===== config.mk =====
export PLATFORM = sky130hd
export DESIGN_NAME = lc3_button_conditioner
export DESIGN_NICKNAME = d
export VERILOG_FILES = /design/src/rtl/lc3_io_pkg.sv /design/src/rtl/lc3_debounce_channel.sv /design/src/rtl/lc3_button_conditioner.sv
export SDC_FILE = /design/constraint.sdc
export NUM_CORES = 1
export LEC_CHECK = 0
export BUFFER_PORTS_ARGS = -buffer_cell sky130_fd_sc_hd__buf_2
export CELL_PAD_IN_SITES_DETAIL_PLACEMENT = 2
export CELL_PAD_IN_SITES_GLOBAL_PLACEMENT = 2
export CORE_ASPECT_RATIO = 1.25
export CORE_UTILIZATION = 38
export CTS_CLUSTER_DIAMETER = 120
export DETAILED_ROUTE_END_ITERATION = 12
export GPL_TIMING_DRIVEN = 0
export HOLD_SLACK_MARGIN = 0.15
export PLACE_DENSITY_LB_ADDON = 0.1
export RECOVER_POWER = 100
export SYNTH_ARGS = -nofsm -noshare
export SYNTH_HDL_FRONTEND = slang
export SYNTH_SLANG_ARGS = --single-unit

===== constraint.sdc =====
create_clock -name Clk -period 2.6 [get_ports Clk]
set_input_delay 0.13 -clock Clk [delete_from_list [all_inputs] [get_ports Clk]]
set_output_delay 0.13 -clock Clk [all_outputs]
set_load 0.02 [all_outputs]

===== src/rtl/lc3_io_pkg.sv =====
// Shared constants and event bundle for the LC-3 board I/O conditioning front-end.
`timescale 1ns/1ps
package lc3_io_pkg;

  localparam int BTN_RUN          = 0;
  localparam int BTN_CONTINUE     = 1;
  localparam int DEFAULT_DEBOUNCE = 500000;

  // One conditioned button: stable level plus its single-cycle edge pulses.
  // The release field cannot be named 'release' (reserved word).
  typedef struct packed {
    logic level;
    logic press;
    logic rel;
  } btn_evt_t;

endpackage


===== src/rtl/lc3_debounce_channel.sv =====
// One push-button channel: 2-FF synchroniser, stability counter, registered level and edge pulses.
`timescale 1ns/1ps
module lc3_debounce_channel
  import lc3_io_pkg::*;
#(
  parameter int DEBOUNCE_CYCLES = DEFAULT_DEBOUNCE
) (
  input  logic     Clk,
  input  logic     Reset,
  input  logic     btn_n,
  output btn_evt_t evt
);

  localparam int CNT_W = $clog2(DEBOUNCE_CYCLES + 1);
  localparam logic [CNT_W-1:0] CNT_LAST = CNT_W'(DEBOUNCE_CYCLES - 1);

  if (DEBOUNCE_CYCLES < 1) begin : g_bad_cfg
    $error("lc3_debounce_channel: DEBOUNCE_CYCLES must be >= 1");
  end

  logic             meta;
  logic             syn;
  logic             pressed;
  logic [CNT_W-1:0] cnt;
  logic             level;
  logic             press;
  logic             rel;

  // Synchroniser resets to the released (high) state so reset never looks like a press.
  always_ff @(posedge Clk or posedge Reset) begin
    if (Reset) begin
      meta <= 1'b1;
      syn  <= 1'b1;
    end else begin
      meta <= btn_n;
      syn  <= meta;
    end
  end

  assign pressed = ~syn;

  // Any return to the accepted level clears the count, so bounces earn no partial credit.
  always_ff @(posedge Clk or posedge Reset) begin
    if (Reset) begin
      cnt   <= '0;
      level <= 1'b0;
      press <= 1'b0;
      rel   <= 1'b0;
    end else begin
      press <= 1'b0;
      rel   <= 1'b0;
      if (pressed == level) begin
        cnt <= '0;
      end else if (cnt == CNT_LAST) begin
        cnt   <= '0;
        level <= pressed;
        press <= pressed;
        rel   <= ~pressed;
      end else begin
        cnt <= cnt + 1'b1;
      end
    end
  end

  assign evt.level = level;
  assign evt.press = press;
  assign evt.rel   = rel;

endmodule


===== src/rtl/lc3_button_conditioner.sv =====
// Board input front-end: debounced active-high buttons with press/release pulses, synchronised switches.
`timescale 1ns/1ps
module lc3_button_conditioner
  import lc3_io_pkg::*;
#(
  parameter int N_BTN           = 2,
  parameter int SW_W            = 16,
  parameter int DEBOUNCE_CYCLES = DEFAULT_DEBOUNCE
) (
  input  logic             Clk,
  input  logic             Reset,
  input  logic [N_BTN-1:0] btn_n,
  input  logic [SW_W-1:0]  sw_raw,
  output logic [N_BTN-1:0] btn_level,
  output logic [N_BTN-1:0] btn_press,
  output logic [N_BTN-1:0] btn_release,
  output logic [SW_W-1:0]  sw_sync
);

  for (genvar i = 0; i < N_BTN; i++) begin : g_btn
    btn_evt_t evt;

    lc3_debounce_channel #(
      .DEBOUNCE_CYCLES(DEBOUNCE_CYCLES)
    ) u_ch (
      .Clk   (Clk),
      .Reset (Reset),
      .btn_n (btn_n[i]),
      .evt   (evt)
    );

    assign btn_level[i]   = evt.level;
    assign btn_press[i]   = evt.press;
    assign btn_release[i] = evt.rel;
  end

  // Switches are level controls read by software, so they only need metastability protection.
  logic [SW_W-1:0] sw_meta;

  always_ff @(posedge Clk or posedge Reset) begin
    if (Reset) begin
      sw_meta <= '0;
      sw_sync <= '0;
    end else begin
      sw_meta <= sw_raw;
      sw_sync <= sw_meta;
    end
  end

endmodule

==> summary.md <==
| Metric | Value |
|---|---|
| Core Area | about 0.0078 mm² |
| Number of synthesized flops with an enable pin | 0 |
| DRC | 0 |
| Slowest CP cell | o21ai_1 |
| Via density | between 5 and 6 |
| Area delta synth->final | 22.5% |
| Element type at the critical path end | register |
| Worst Setup EP | g_btn[1].u_ch.cnt[9] |
| Syn Nets | 280 |
| Synth Instances | 258 |
| WL final | 7.70 mm |
| Layout cells sized above 1 | 16.1% |
| Arrival time at the worst endpoint | approximately 2500 ps |
| Resize count post-CTS | 0 |
| HP Class | register to register |
| Switching Fraction | between 20% and 30% |
| Clk pwr share | around 37% |
| Max Fclk | between 400 and 500 MHz |
| Final period util | between 80% and 90% |
| Clk sink count | 80 |
| Synth top cells by count | dfrtp_1, nor2_1, xnor2_1 |
| Startpoint types | register |
| Max_slew headroom | between 40% and 50% |
| Largest net degree at the start of global routing | 65 |
| CP Cell Sequence | nor4bb_1, nand4b_1, o21ai_1, clkbuf_2, nor2_1 |
| Initial antenna violation count | 0 |
| Maximum VDD drop | roughly 0.36 mV |
| Max-cap violations | 0 |
| H-tree levels | 3 |
| Pins Over Slew Limit | 0 |
| Hold_ws | 349 ps |
| Initial Util | 39.3% |
| Remaining Overflow, GRT | 0 |
| Setup ws final | between 300 and 400 ps |
| Hold_sp | sw_meta[9] |
| Yosys reg bits | 80 |
| Chip width | just over 80 µm |
| Clock latency on the worst-skew pair | about 360 ps |
| FF-to-FF Start | g_btn[1].u_ch.cnt[12] |
| PwrDens | 602 mW/mm² |
| Vias | 2207 |
| Yosys cell types | 30 |
| Crit Reg-Reg Endpoint | g_btn[1].u_ch.cnt[9] |
| Post-synthesis async set-or-reset flop share | 100% |
| Io pins | 42 |
| CP required | between 2000 and 3000 ps |
| Skew final | approximately 12 ps |
| R2R cell count | 5 |
| Status | finished, final reports clean |
| GP Congestion | roughly 0.70 |
| Reg2reg setup slack | approximately 300 ps |
| Post-detail-place hpwl | 5.08 mm |
| Worst slew pin tran | 877 ps |
| NetSw | between 0.5 and 0.6 mW |
| Crit. Startpoint | g_btn[1].u_ch.cnt[12] |
| Clock transition at path regs | 90 ps |
| YS warnings | 0 |
| Drt first pass iters | 3 |
| Leading area contributor after synthesis | dfrtp_1 |
| Nets | ~350 |
| Max clock buf depth | 2 |
| Sequential share of the synthesized area | roughly 65% |
| Standard-cell row count | 36 |
| Count of final setup violators | 0 |
| RSZ-0062 raised after global routing | false |
| Die Span Y | 103 µm |
| Cell Int Power | approximately 1.7 mW |
| Top cell type's share of synthesized area | about three fifths |
| Number of port buffers | approximately 40 |
| Slowest stage delay, CP | around 570 ps |
| Avg WL per Cell | 17.9 µm |
| Flop pwr share | 57.2% |
| DIE AREA | between 0.008 and 0.009 mm² |
| Hold Vio Cnt, Final | 0 |
| CTS tree | built |
| Combinational share of power | between 5 and 6% |
| Tmin final | 2300 ps |
| CP max FO | 10 |
| Top post-synthesis cells by area | dfrtp_1, xnor2_1, nor2_1 |
| Dominant synthesized flop cell | dfrtp_1 |
| CTS Buf Count | 9 |
| Leak | around 1.6 nW |
| First-pass GRT wire length | 12.7 mm |
| Drt initial violations | 77 |
| GRT Total Usage | between 20% and 30% |
| Post-Syn Area | ~0.0031 mm² |
| Vias in the first global route | about 2500 |
| Pre-CTS setup slack | roughly 240 ps |
| Root Driver | clkbuf_8 |
| Most numerous cell in the Yosys netlist | dfrtp_1 |
| ANT cells | 0 |
| Mapped Avg Cell Area | ~12 µm² |
| ANT nets after route | 0 |
| Critical path type | register to register |
-- final cells by class --
| cell class | count | area (µm²) |
|---|---|---|
| Inverter | 5 | 20.0 |
| Clock inverter | 5 | 40.0 |
| Fill cell | 834 | 4060 |
| Buffer | 11 | 68.8 |
| Timing Repair Buffer | 61 | 394 |
| Multi-Input combinational cell | 162 | 985 |
| Tap cell | 95 | 119 |
| Clock buffer | 11 | 141 |
| Sequential cell | 80 | 2010 |
-- metal layers --
| metal | GRT usage (%) | vias to the layer above | part of all wire (%) |
|---|---|---|---|
| met5 | 0 | - | 0 |
| li1 | - | 1032 | - |
| met2 | 39.4 | 23 | 57 |
| met3 | 4.60 | 16 | 2.2 |
| met1 | 21.8 | 1136 | 38 |
| met4 | 10.2 | 0 | 3.1 |
-- power by group through the flow --
stage | Clock [mW] | Sequential, mW | Combinational [mW]
2_1_floorplan | 0 | 1.34 | 0.0396
3_3_place_gp | 0 | 1.32 | 0.0967
3_5_place_dp | 0 | 1.32 | 0.107
4_1_cts | 0.882 | 1.30 | 0.129
5_1_grt | 0.938 | 1.31 | 0.137
6_report | 0.850 | 1.30 | 0.122
-- flip-flops by register name, indices dropped and copies added (netlist names) --
| signal | cells |
|---|---|
| g_btn.u_ch.cnt | 38 |
| sw_meta | 16 |
| sw_sync | 16 |
| g_btn.u_ch.level | 2 |
| g_btn.u_ch.meta | 2 |
| g_btn.u_ch.press | 2 |
| g_btn.u_ch.rel | 2 |
| g_btn.u_ch.syn | 2 |
-- repair_timing --
item | 4_1_cts | 5_1_grt
hold endpoints to repair | 94 | 0
buffers inserted | 0 | 0
hold buffers | 19 | 0
-- worst min path at each step --
stage | end | cells past startpoint
after global placement | g_btn[1].u_ch.meta | 1
after CTS | sw_meta[9] | 3
after detailed placement | sw_meta[11] | 2
final | sw_sync[9] | 0
after floorplan | g_btn[0].u_ch.meta | 0
after global routing | g_btn[1].u_ch.syn | 0
-- stage by stage --
step / utilization, % / instances / setup TNS [ps] / area, µm² / power, mW
6_report: 48.2 / 430 / 0 / 3770 / 2.27
5_1_grt: 48.2 / 430 / 0 / 3770 / 2.38
4_1_cts: 48.6 / 430 / 0 / 3810 / 2.31
3_5_place_dp: 43.8 / 395 / 0 / 3430 / 1.43
3_3_place_gp: 43.4 / 394 / -42440 / 3400 / 1.42
2_1_floorplan: - / 258 / 0 / 3080 / 1.38
-- cells in the final DEF (no fill, tap or decap), types with 5 or more instances in the layout --
cell type,instances
dfrtp_1,76
buf_2,20
nor2_1,30
buf_4,5
nand4_1,8
or4_1,5
nand3_1,14
clkbuf_1,25
nor3_1,5
nand2_1,13
xnor2_1,17
a21oi_1,10
xor2_1,9
clkbuf_8,10
nor4_1,7
or3_1,7
o21ai_0,10
dlygate4sd3_1,19
and3_1,6
-- kinds of logic after synthesis --
group | share of synthesized area (%)
XOR/XNOR | 7.39
adder cells (fa/ha/maj) | 0.812
buffers and inverters | 2.88
flip-flops | 65.2
AND/OR/NAND/NOR | 19.1
AO/OA/AOI/OAI | 4.67
-- critical path, delay by kind of cell (launching register included) --
family | cells | cell delay, ps
AOI/OAI and AO/OA | 1 | 570
DFF | 1 | 450
and+or+nand+nor | 3 | 790
buffers and inverters | 1 | 360
Note: power is estimated with default switching activity, not from simulation.
